### config.mk
export PLATFORM = sky130hd
export DESIGN_NAME = taxi_fare_meter
export DESIGN_NICKNAME = d
export VERILOG_FILES = /design/src/rtl/taxi_fare_meter.sv
export SDC_FILE = /design/constraint.sdc
export NUM_CORES = 1
export LEC_CHECK = 0
export BUFFER_PORTS_ARGS = -buffer_cell sky130_fd_sc_hd__buf_2
export CAP_MARGIN = 20
export CORE_UTILIZATION = 45
export CTS_BUF_LIST = sky130_fd_sc_hd__clkbuf_16
export DETAILED_ROUTE_END_ITERATION = 6
export PLACE_DENSITY = 0.75
export SYNTH_ARGS = -nofsm -noshare
export SYNTH_HDL_FRONTEND = slang
export SYNTH_SLANG_ARGS = --single-unit
### constraint.sdc
create_clock -name sys_clk -period 4.25 [get_ports sys_clk]
set_input_delay 0 -clock sys_clk [delete_from_list [all_inputs] [get_ports sys_clk]]
set_output_delay 0 -clock sys_clk [all_outputs]
set_load 0.05 [all_outputs]
### src/rtl/taxi_fare_meter.sv
// taxi_fare_meter: trip/fare engine counting 100 m wheel ticks and waiting seconds into a 0.1-yuan fare
//   Optional feature macro: TAXI_NIGHT_RATE_EN (adds the night input and a per-tick surcharge)
//   Ports:
//     sys_clk      clock
//     sys_rst_n    asynchronous active-low reset
//     run_flag     service level, rising edge starts a trip, falling edge ends it
//     wheel_pulse  one-cycle pulse per 100 m travelled
//     night        (TAXI_NIGHT_RATE_EN only) night-rate level
//     fare         accumulated fare, 0.1-yuan units, saturating
//     distance     ticks this trip, saturating
//     wait_sec     seconds spent waiting this trip, saturating
//     state        IDLE=0 RUN=1 WAIT=2 HOLD=3
//     trip_done    one-cycle pulse when a trip ends
module taxi_fare_meter #(
    parameter logic [24:0] CNT_1S       = 25'd19_999_999,
    parameter logic [15:0] BASE_FARE    = 16'd100,
    parameter logic [15:0] BASE_DIST    = 16'd30,
    parameter logic [15:0] UNIT_FARE    = 16'd2,
    parameter logic [7:0]  WAIT_START_S = 8'd10,
    parameter logic [7:0]  WAIT_UNIT_S  = 8'd60,
    parameter logic [15:0] WAIT_FARE    = 16'd5
) (
    input  logic        sys_clk,
    input  logic        sys_rst_n,
    input  logic        run_flag,
    input  logic        wheel_pulse,
`ifdef TAXI_NIGHT_RATE_EN
    input  logic        night,
`endif
    output logic [15:0] fare,
    output logic [15:0] distance,
    output logic [15:0] wait_sec,
    output logic [1:0]  state,
    output logic        trip_done
);
    typedef enum logic [1:0] {IDLE = 2'd0, RUN = 2'd1, WAIT = 2'd2, HOLD = 2'd3} state_t;
    state_t      state_q, state_d;
    logic [15:0] fare_q, fare_d, distance_q, distance_d, wait_sec_q, wait_sec_d;
    logic [24:0] sec_cnt_q, sec_cnt_d;
    logic [7:0]  idle_sec_q, idle_sec_d, wait_unit_q, wait_unit_d, wait_unit_nx;
    logic        run_flag_q, run_flag_d, trip_done_q, trip_done_d;
    logic        rise, fall, active, tick;
    logic [16:0] unit_chg;
    logic [17:0] add;

    function automatic logic [15:0] sat_add(input logic [15:0] a, input logic [17:0] b);
        logic [18:0] s;
        s = {3'b0, a} + {1'b0, b};
        return (|s[18:16]) ? 16'hFFFF : s[15:0];
    endfunction

`ifdef TAXI_NIGHT_RATE_EN
    localparam logic [15:0] NIGHT_EXTRA = 16'd1;
    assign unit_chg = {1'b0, UNIT_FARE} + (night ? {1'b0, NIGHT_EXTRA} : 17'd0);
`else
    assign unit_chg = {1'b0, UNIT_FARE};
`endif

    assign rise         = run_flag & ~run_flag_q;
    assign fall         = ~run_flag & run_flag_q;
    assign active       = (state_q == RUN) || (state_q == WAIT);
    assign tick         = active && (sec_cnt_q == CNT_1S);
    assign wait_unit_nx = wait_unit_q + 8'd1;

    always_comb begin
        run_flag_d  = run_flag;
        state_d     = state_q;
        fare_d      = fare_q;
        distance_d  = distance_q;
        wait_sec_d  = wait_sec_q;
        sec_cnt_d   = sec_cnt_q;
        idle_sec_d  = idle_sec_q;
        wait_unit_d = wait_unit_q;
        trip_done_d = 1'b0;
        add         = 18'd0;
        if (rise) begin
            state_d     = RUN;
            fare_d      = BASE_FARE;
            distance_d  = 16'd0;
            wait_sec_d  = 16'd0;
            sec_cnt_d   = 25'd0;
            idle_sec_d  = 8'd0;
            wait_unit_d = 8'd0;
        end else if (fall && active) begin
            state_d     = HOLD;
            trip_done_d = 1'b1;
        end else if (active) begin
            sec_cnt_d = tick ? 25'd0 : sec_cnt_q + 25'd1;
            if (wheel_pulse) begin
                distance_d = sat_add(distance_q, 18'd1);
                add        = (distance_d > BASE_DIST) ? {1'b0, unit_chg} : 18'd0;
                idle_sec_d = 8'd0;
                if (state_q == WAIT) state_d = RUN;
            end else if (state_q == RUN && tick) begin
                idle_sec_d = idle_sec_q + 8'd1;
                if (idle_sec_d == WAIT_START_S) state_d = WAIT;
            end
            // waiting time keeps accruing in the cycle a pulse pulls us back to RUN
            if (state_q == WAIT && tick) begin
                wait_sec_d  = sat_add(wait_sec_q, 18'd1);
                wait_unit_d = (wait_unit_nx == WAIT_UNIT_S) ? 8'd0 : wait_unit_nx;
                if (wait_unit_nx == WAIT_UNIT_S) add = add + {2'b0, WAIT_FARE};
            end
            fare_d = sat_add(fare_q, add);
        end
    end

    always_ff @(posedge sys_clk or negedge sys_rst_n) begin
        if (!sys_rst_n) begin
            state_q     <= IDLE;
            fare_q      <= 16'd0;
            distance_q  <= 16'd0;
            wait_sec_q  <= 16'd0;
            sec_cnt_q   <= 25'd0;
            idle_sec_q  <= 8'd0;
            wait_unit_q <= 8'd0;
            run_flag_q  <= 1'b0;
            trip_done_q <= 1'b0;
        end else begin
            state_q     <= state_d;
            fare_q      <= fare_d;
            distance_q  <= distance_d;
            wait_sec_q  <= wait_sec_d;
            sec_cnt_q   <= sec_cnt_d;
            idle_sec_q  <= idle_sec_d;
            wait_unit_q <= wait_unit_d;
            run_flag_q  <= run_flag_d;
            trip_done_q <= trip_done_d;
        end
    end

    assign fare      = fare_q;
    assign distance  = distance_q;
    assign wait_sec  = wait_sec_q;
    assign state     = state_q;
    assign trip_done = trip_done_q;
endmodule

==> impl_results.md, run 1 <==
- Max Used Layer: met4
- CP endpoint kind: flop
- Clock tree buffer depth: 2
- Lkg Pwr: 2.883 nW
- Vias: between 5,000 and 6,000
- Antenna Cells: 0
- Wirelength, routed: between 10 and 15 mm
- Post-synth top area cell: dfrtp_1
- Initial antenna violation count: 0
- HP Class: primary input to asynchronous set/reset pin
- CTS clk-pin slew, worst paths: ~0.07 ns
- Post-placement cell count: 864
- Finished Cell Area: 6410 µm²
- Die area: 12,980 µm²
- Sequential fraction of the synthesis area: 0.4128
- Number of flops mapped to enable cells by yosys: 0
- TritonCTS clock tree: done
- Synth Cell Area: 5638 µm²
- Port-buffer cells: 54
- GRT overflow: 0
- TritonRoute pass-1 iters: 5
- PwrDens: roughly 320 nW/µm²
- Final Max Slew Viols: 0
- Final cycle utilization of the critical path: 0.9408
- Met3 WL: 792 µm
- #FFs+latches synth: 93
- Mapped Cells: 659
- Worst EP required: 4.49 ns
- Crit path time final: 3.998 ns
- Most common flop cell mapped by yosys: dfrtp_1
- Worst Max-Slew Pin Slew: 0.9407 ns
- Layout cells sized above 1: 0.1345
- Synth cell count leaders: dfrtp_1, nand2_1, nor2_1, o21ai_0, nand3_1
- Top post-synthesis cells by area: dfrtp_1, o21ai_0, nand2_1
- Crit path launch type: flop
- Setup bufs post-CTS: 0
- GPL Wtd Cong: 0.9500
- Detail Route Antenna Nets: 0
- Relative slew slack: 0.3716
- CP max-delay cell: or4_4
- Arr. time, crit path: 4.24 ns
- CP max stage delay: 0.43 ns
- Max FO, Critical Path: 6
- Worst Skew: approximately 0.0067 ns
- Total CTS buffers: 9
- Peak VDD IR: ~0.21 mV
- Initial drt markers: 588
- Area share of the largest cell type after synthesis: 0.4128
- Setup TNS: 0 ns
- Width of the chip: 113.9 µm
- Die height: 113.9 µm
- Average size of a mapped cell: 8.555 µm²
- Via count of the first global-routing pass: ~4,800
- Asr flop ratio synth: 1.000
- Routed len/inst: between 15 and 20 µm
- Crit Path Category: flop to flop
- Core box area: around 12,000 µm²
- Vias per cell: 5.930
- DRC viols: 0
- Max Cap Violations: 0
- Initial core utilization: 0.4655
- IO Pins: 55
- Area delta synth->final: 13.69%
- Std cell rows: 40
- Yosys cell types: 66
- Final-stage net count: slightly above 700
- Setup violators final: 0
- Area after DPL: 6081 µm²
- Unrepaired setup endpoints after global routing: false
- Pwr Total: 2.067 mW
- Met2 wire len: 6.666 mm
- Metal-1 WL: between 6 and 7 mm
- Fin. Hold Viols: 0
- Largest net degree at the start of global routing: between 50 and 60
- CP Cell Sequence: inv_1 > ha_1 > or4_4 > or3_4 > nor2_8 > nand2_1 > nor3_2 > ha_1 > inv_1 > fa_1 > nor2b_1 > o21a_2 > nand2_1 > nor3_2 > a41oi_1 > o22a_1
- Syn Nets: 676
- Non-Filler Instances: 882
- Yosys Warn Count: 0
- First-pass GRT wire length: 23.72 mm
- Clock Sinks: 93
- Root Buffer: clkbuf_16
- DPL Wire Length: around 10 mm
- Count leader, synth: dfrtp_1
- Total GRT Usage: 0.2273
- Clock Latency Late Sink: 0.35 ns
- Fin Hold WS: 0.1678 ns
- Status: complete, no violations
- H-tree Lvls: 3
- Fmax: 250.1 MHz
## logic make-up (layout without fill, tap and decap cells)
family / after synthesis / after routing / share of synthesized area
xor+xnor: 32 / 32 / 0.04971
flops: 93 / 93 / 0.4128
simple gates: 300 / 300 / 0.2825
mux: 2 / 2 / 0.003773
compound gates: 172 / 172 / 0.1873
buf+inv: 47 / 102 / 0.03373
fa+ha+maj: 13 / 13 / 0.03018
## critical path: cells and delay by family (launching register included)
kind	cells	cell delay, ns
flops	1	0.38
buf+inv	2	0.12
simple gates	8	1.91
compound gates	3	0.55
fa+ha+maj	3	0.91
## final cells by class
| cell class | count | area [µm²] |
|---|---|---|
| clock buffers | 9 | 225.2 |
| clock inverters | 7 | 67.56 |
| fillers | 1144 | 5702 |
| inverters | 21 | 78.83 |
| multi-input cells | 519 | 3141 |
| flip-flops and latches | 93 | 2327 |
| well taps | 168 | 210.2 |
| repair buffers | 65 | 360.3 |
## report_power, final
part | switching (mW) | internal, mW
Clock | 0.352 | 0.453
Combinational | 0.216 | 0.0836
Sequential | 0.0441 | 0.918
## final timing paths
check                               from            end  slack (ns)  cells after the start
min in group sys_clk         wheel_pulse       state[0]        0.22                      5
hold reg to reg            idle_sec_q[1]  idle_sec_q[1]        0.54                      2
setup / recovery                state[0]       fare[14]        0.25                     16
hold / removal                 sys_rst_n    wait_sec[7]        0.17                      2
max in group asynchronous      sys_rst_n   sec_cnt_q[1]        3.01                      3
setup reg to reg                state[0]       fare[14]        0.25                     16
## repair_timing
| item | CTS | global route |
|---|---|---|
| gates resized for setup | 0 | 4 |
| endpoints found under the hold margin | 41 | 0 |
| endpoints found under the setup margin | 0 | 11 |
| hold buffers | 2 | 0 |
## cells in the final DEF (no fill, tap or decap), types with 5 or more instances in the layout
cell type | Yosys | routed
dfrtp_1 | 93 | 93
nand2_1 | 68 | 68
nor2_1 | 67 | 67
o21ai_0 | 63 | 63
buf_2 | 1 | 53
nand3_1 | 44 | 43
a21oi_1 | 32 | 32
nand4_1 | 25 | 25
inv_1 | 21 | 22
xor2_1 | 22 | 22
nor3_1 | 17 | 15
nor2b_1 | 12 | 12
ha_1 | 12 | 12
and3_1 | 11 | 11
xnor2_1 | 10 | 10
a31oi_1 | 10 | 10
buf_4 | 1 | 10
clkbuf_16 | 0 | 9
o31ai_1 | 8 | 8
and4_1 | 8 | 8
and2_1 | 8 | 8
a21o_1 | 8 | 8
nor4_1 | 8 | 8
a22o_1 | 7 | 7
o21ai_1 | 8 | 7
o22a_1 | 5 | 5
## per-layer routing
metal  vias up  GRT usage
li1       2499          -
met1      2532     0.3128
met2       174     0.3596
met3        25    0.03188
met4         0    0.09610
met5         -          0
## state kept, by name (all words and copies together) (netlist names)
signal / cells
distance: 16
fare: 16
idle_sec_q: 8
run_flag_q: 1
sec_cnt_q: 25
state: 2
trip_done: 1
wait_sec: 16
wait_unit_q: 8
## metrics by stage
stage | worst slack, ns | utilization
CTS | 0.1365 | 0.5279
global route | 0.02942 | 0.5292
finish | 0.2517 | 0.5292
global placement | 0.3082 | 0.5021
detailed placement | 0.1697 | 0.5021
floorplan | 0.05558 | -
Note: power is estimated with default switching activity, not from simulation.
==> inputs of run 2 (changes only) <==
Settings changed: CELL_PAD_IN_SITES_DETAIL_PLACEMENT set to 1, CELL_PAD_IN_SITES_GLOBAL_PLACEMENT set to 1, PLACE_DENSITY 0.75 to 0.92.
==> run 2 against run 1 <==
Via count grew 1.8%. Sequential cell count is the same. Non-clock buffer count shrank 2. Wire length is 20% higher. Die area did not move. Hold slack better by 0.016 ns. Combinational power grew 5%. Clock skew barely moved. Largest cell class unchanged.
==> impl_results.md, run 2 (same netlist as run 1, synthesis figures left out) <==
- Vias: 5,324 (+1.8%)
- Fin. Hold Viols: 0 (unchanged)
- H-tree Lvls: 3 (unchanged)
- Peak VDD IR: 0.2140 mV (+4.0%)
- Die area: 12,980 µm² (unchanged)
- Crit path launch type: flop
- Crit path time final: 4.021 ns (+0.02226 ns)
- Via count of the first global-routing pass: 5,562 (+15%)
- Max Cap Violations: 0 (unchanged)
- Port-buffer cells: 54 (unchanged)
- Max FO, Critical Path: 6 (unchanged)
- Status: complete, no violations
- Clock Sinks: 93 (unchanged)
- Die height: 113.9 µm (unchanged)
- Worst Skew: 0.006353 ns (-0.0003388 ns)
- DPL Wire Length: 11.64 mm (+18%)
- Fmax: 248.7 MHz (-0.55%)
- TritonCTS clock tree: done
- Routed len/inst: 19.15 µm (+20%)
- Area delta synth->final: 13.54%
- Pwr Total: 2.082 mW (+0.74%)
- IO Pins: 55 (unchanged)
- Top reg by flops: sec_cnt_q
- DRC viols: 0 (unchanged)
- Root Buffer: clkbuf_16
- Relative slew slack: 0.3318 (-0.03977)
- Vias per cell: 6.050 (+2.0%)
- Initial drt markers: 361 (-39%)
- Lkg Pwr: 2.891 nW (+0.30%)
- Final-stage net count: 724 (-0.28%)
- Clock Latency Late Sink: 0.35 ns (about the same)
- Most frequent cells in the layout: dfrtp_1, nand2_1, nor2_1, o21ai_0, buf_2
- Initial core utilization: 0.4655 (unchanged)
- Std cell rows: 40 (unchanged)
- CP endpoint kind: flop
- Clock tree buffer depth: 2 (unchanged)
- Crit Path Category: flop to flop
- HP Class: primary input to asynchronous set/reset pin
- Final Max Slew Viols: 0 (unchanged)
- Worst EP required: 4.49 ns (about the same)
- Setup bufs post-CTS: 0 (unchanged)
- GPL Wtd Cong: 0.8762 (-7.8%)
- Layout cells sized above 1: 0.1334 (-0.001027)
- Largest net degree at the start of global routing: 53 (-1.9%)
- Unrepaired setup endpoints after global routing: true
- Final core occ: 0.5285 (-0.0007240)
- CTS clk-pin slew, worst paths: 0.06 ns (about the same)
- Worst Max-Slew Pin Slew: 1.000 ns (+0.05953 ns)
- Detail Route Antenna Nets: 0 (unchanged)
- Core box area: 12,110 µm² (unchanged)
- Commonest non-fill, non-tap cell in the layout: dfrtp_1
- Total CTS buffers: 9 (unchanged)
- Arr. time, crit path: 4.26 ns (+0.02 ns)
- Width of the chip: 113.9 µm (unchanged)
- Initial antenna violation count: 0 (unchanged)
- Total GRT Usage: 0.2737 (+0.04644)
- Wirelength, routed: 16.85 mm (+20%)
- Largest register FFs: 25 (unchanged)
- PwrDens: 325.2 nW/µm² (+0.87%)
- First-pass GRT wire length: 28.06 mm (+18%)
- GRT overflow: 0 (unchanged)
- TritonRoute pass-1 iters: 5 (unchanged)
- Dpl ws: -0.004172 ns (-0.1739 ns)
- PnR worst setup slack: 0.2295 ns (-0.02226 ns)
- Final cycle utilization of the critical path: 0.9460 (+0.005239)
- Fin Hold WS: 0.1839 ns (+0.01610 ns)
- Antenna Cells: 0 (unchanged)
- Setup violators final: 0 (unchanged)
-- run 2: changes by cell type in the layout (fill, tap and decap cells not counted), sizes merged --
cell and delta:
inv +1, clkinv -1, buf -2
-- run 2: metrics by stage --
step / instance area (µm²) / cells / TNS, ns
after detailed placement: 6070 / 862 / -0.004172
after global routing: 6401 / 880 / -0.05189
after global placement: 6070 / 862 / 0
after CTS: 6379 / 880 / 0
final: 6401 / 880 / 0
after floorplan: 5638 / 659 / 0
-- run 2: area by class of cell --
class	instances	area (µm²)
timing repair buffer	63	345.3
multi-input combinational	519	3156
clock buffer	9	225.2
tap	168	210.2
inverter	21	78.83
fill	1488	5710
sequential	93	2327
clock inverter	7	58.81
-- run 2: worst paths after layout --
check / endpoint / slack (ns) / from / cells past startpoint
min reg2reg: wait_sec[1] / 0.53 / wait_sec[1] / 2
min in group sys_clk: state[0] / 0.24 / wheel_pulse / 5
min: wait_sec[9] / 0.18 / sys_rst_n / 2
max: fare[14] / 0.23 / state[0] / 16
max reg2reg: fare[14] / 0.23 / state[0] / 16
max in group asynchronous: sec_cnt_q[4] / 2.98 / sys_rst_n / 3
-- run 2: critical path, cell delays in order (launching register included) --
cell	delay [ns]
dfrtp_1	0.39
inv_1	0.08
ha_1	0.32
or4_4	0.44
or3_4	0.41
nor2_8	0.15
nand2_1	0.08
nor3_2	0.22
ha_1	0.22
inv_1	0.07
fa_1	0.41
nor2b_1	0.16
o21a_2	0.20
nand2_1	0.16
nor3_2	0.22
a41oi_1	0.16
o22a_1	0.22
-- run 2: report_power, final --
group          internal (mW)  total (mW)  switching (mW)
sequential             0.918       0.970          0.0520
combinational         0.0848       0.316           0.231
clock                  0.448       0.796           0.348
total                   1.45        2.08           0.631
-- run 2: metal layers --
| metal | part of all wire | wire (µm) | global-route usage | up-vias |
|---|---|---|---|---|
| met5 | 0 | 0 | 0 | - |
| met3 | 0.041 | 685 | 0.03932 | 34 |
| met1 | 0.43 | 7255 | 0.3432 | 2656 |
| met2 | 0.50 | 8480 | 0.4610 | 144 |
| met4 | 0.026 | 434 | 0.1385 | 0 |
| li1 | - | - | - | 2490 |
-- run 2: what timing repair did --
item	4_1_cts	5_1_grt
endpoints found under the hold margin	42	0
setup endpoints to repair	1	15
gates resized for setup	1	6
hold buffers	2	0
pin swaps	0	1
==> inputs of run 3 (changes only) <==
Settings changed: CORE_ASPECT_RATIO set to 1.4.
==> run 3 against run 2 <==
Sequential power fell by 0.6%. Hold slack got worse by 0.0082 ns. Clock skew rose by 0.0026 ns. Total power fell by 2.7%. Via count rose by 2.2%. Worst setup slack got worse by 0.037 ns. First-iteration DRC count fell by 3.6%. Combinational power barely moved. Count of clock-buffer cells in the layout did not move. Clock power fell by 5.9%. Non-clock buffer count rose by 2. Die area barely moved. Critical endpoint is now fare[7]. Highest routed layer unchanged.
==> impl_results.md, run 3 (same netlist as run 1, synthesis figures left out) <==
- Status: complete, no violations
- Net Sw Frac: 0.3134 (+0.01042)
- Int Pwr: 1.391 mW (-4.1%)
- Multi-input gate area in the final layout: 3162 µm² (+0.20%)
- Worst EP required: 4.49 ns (about the same)
- Seq pwr share: 0.476 (+0.010)
- Antenna Cells: 0 (unchanged)
- Crit Path Category: flop to flop
- Fmax: 246.4 MHz (-0.91%)
- PnR worst setup slack: 0.1924 ns (-0.03712 ns)
- Dpl ws: -0.05103 ns (-0.04686 ns)
- GPL Wtd Cong: 0.9004 (+2.8%)
- Clock Latency Late Sink: 0.36 ns (about the same)
- PwrDens: 317.8 nW/µm² (-2.3%)
- Top reg by flops: sec_cnt_q
- Largest register FFs: 25 (unchanged)
- Lkg Pwr: 2.887 nW (-0.17%)
- Clock power frac: 0.370 (-0.012)
- First-pass GRT wire length: 28.26 mm (+0.74%)
- Arr. time, crit path: 4.30 ns (+0.04 ns)
- Final core occ: 0.5203 (-0.008189)
- CTS clk-pin slew, worst paths: 0.07 ns (about the same)
- GRT overflow: 0 (unchanged)
- Crit path time final: 4.058 ns (+0.03712 ns)
- Area delta synth->final: 13.07%
- Vias: 5,439 (+2.2%)
- Routed len/inst: 19.72 µm (+3.0%)
- Global routing met2 resource utilization: 0.4707 (+0.009647)
- HP Class: primary input to asynchronous set/reset pin
- Most frequent cells in the layout: dfrtp_1, nor2_1, nand2_1, o21ai_0, buf_2
- Relative slew slack: 0.3279 (-0.003904)
- CP max stage delay: 0.44 ns (about the same)
- Die height: 134.4 µm (+18%)
- Grt met1 use: 0.3221 (-0.02115)
- Initial core utilization: 0.4602 (-0.005324)
- Non-Filler Instances: 864 (-1.8%)
- Die area: 12,990 µm² (about the same)
- TritonRoute pass-1 iters: 7 (+2)
- Max FO, Critical Path: 9 (+3)
- Sequential cell area: 2327 µm² (unchanged)
- Fillers: 1,512 (+1.6%)
- TritonCTS clock tree: done
- Final cycle utilization of the critical path: 0.9547 (+0.008733)
- Initial antenna violation count: 0 (unchanged)
- Root Buffer: clkbuf_16
- Psw: 0.6350 mW (+0.66%)
- Max Cap Violations: 0 (unchanged)
- Crit-path leading delay family: simple AND/OR/NAND/NOR gates
- Peak VDD IR: 0.1750 mV (-18%)
- Critical path buffer and inverter count: 2 (unchanged)
- Fin. Hold Viols: 0 (unchanged)
- Commonest non-fill, non-tap cell in the layout: dfrtp_1
- Core box area: 12,250 µm² (+1.2%)
- Detail Route Antenna Nets: 0 (unchanged)
- Port-buffer cells: 54 (unchanged)
- Worst Skew: 0.008969 ns (+0.002616 ns)
- Clock tree buffer depth: 2 (unchanged)
- Final-stage net count: 726 (+0.28%)
- DRC viols: 0 (unchanged)
- Std cell rows: 48 (+20%)
- Clock Sinks: 93 (unchanged)
- CP max-delay cell: or4_4
- Crit path launch type: flop
- Combinational Power Share: 0.154 (+0.002)
- Worst Max-Slew Pin Slew: 1.006 ns (+0.005845 ns)
- H-tree Lvls: 3 (unchanged)
- Wirelength, routed: 17.04 mm (+1.1%)
- Total CTS buffers: 9 (unchanged)
- Layout cells sized above 1: 0.1373 (+0.003828)
- Met3 usage: 0.03544 (-0.003885)
- Width of the chip: 96.60 µm (-15%)
- Vias per cell: 6.295 (+4.1%)
- Final Max Slew Viols: 0 (unchanged)
- CP endpoint kind: flop
- IO Pins: 55 (unchanged)
- CP Cell Sequence: inv_1 > ha_1 > or4_4 > or3_4 > nor2_8 > nand2_1 > nor3_2 > ha_1 > inv_1 > fa_1 > nor2b_1 > o21a_2 > nand3_2 > a21oi_1 > nor2_1 > a311oi_1
- Via count of the first global-routing pass: 5,580 (+0.32%)
- DPL Wire Length: 11.50 mm (-1.2%)
- Gr busiest metal: met2
- Setup violators final: 0 (unchanged)
- Post-placement cell count: 846 (-1.9%)
- Initial drt markers: 348 (-3.6%)
- Total GRT Usage: 0.2669 (-0.006806)
- Largest net degree at the start of global routing: 50 (-5.7%)
- Setup bufs post-CTS: 0 (unchanged)
run 3: through the flow:
stage                     area, µm²  TNS, ns  hold slack (ns)  power [mW]
after floorplan                5638        0          -0.2956       1.178
final                          6375        0           0.1758       2.026
after detailed placement       6058  -0.1055          0.04208       1.284
after global placement         6058        0          0.03004       1.264
after CTS                      6347        0           0.1887       2.027
after global routing           6375  -0.1177           0.2369       2.095
run 3: path summary, 6_finish.rpt:
| check | cells past startpoint | to | start | slack (ns) |
|---|---|---|---|---|
| max | 16 | fare[7] | state[0] | 0.19 |
| min | 2 | fare[12] | sys_rst_n | 0.18 |
| max reg2reg | 16 | fare[7] | state[0] | 0.19 |
| min reg2reg | 2 | wait_sec[1] | wait_sec[1] | 0.53 |
| max in group asynchronous | 3 | wait_sec[10] | sys_rst_n | 2.99 |
| min in group sys_clk | 3 | idle_sec_q[1] | wheel_pulse | 0.20 |
run 3: final cells by class:
type,count,area share
clock buffer,9,0.03533
clock inverter,7,0.005299
inverter,21,0.01237
multi-input combinational,519,0.4960
sequential,93,0.3651
tap,150,0.02944
timing repair buffer,65,0.05653
run 3: power groups by stage:
| stage | Sequential (mW) | Clock (mW) | Combinational, mW |
|---|---|---|---|
| CTS | 0.962 | 0.753 | 0.312 |
| floorplan | 1.04 | 0 | 0.142 |
| global placement | 0.975 | 0 | 0.290 |
| global route | 0.969 | 0.786 | 0.339 |
| finish | 0.964 | 0.749 | 0.313 |
| detailed placement | 0.978 | 0 | 0.305 |
run 3: worst reg2reg max path, stage by stage (launching register included):
cell      delay (ns)
dfrtp_1         0.38
inv_1           0.07
ha_1            0.31
or4_4           0.44
or3_4           0.41
nor2_8          0.15
nand2_1         0.08
nor3_2          0.26
ha_1            0.23
inv_1           0.06
fa_1            0.41
nor2b_1         0.17
o21a_2          0.22
nand3_2         0.20
a21oi_1         0.19
nor2_1          0.08
a311oi_1        0.30
run 3: repair_timing:
| item | 4_1_cts | 5_1_grt |
|---|---|---|
| setup endpoints to repair | 4 | 8 |
| gates resized for setup | 2 | 7 |
| hold buffers | 2 | 0 |
| endpoints found under the hold margin | 45 | 0 |
run 3: routing by layer:
metal / share of wire / up-vias
met1: 0.41 / 2780
met5: 0 / -
li1: - / 2495
met3: 0.033 / 32
met2: 0.53 / 132
met4: 0.025 / 0
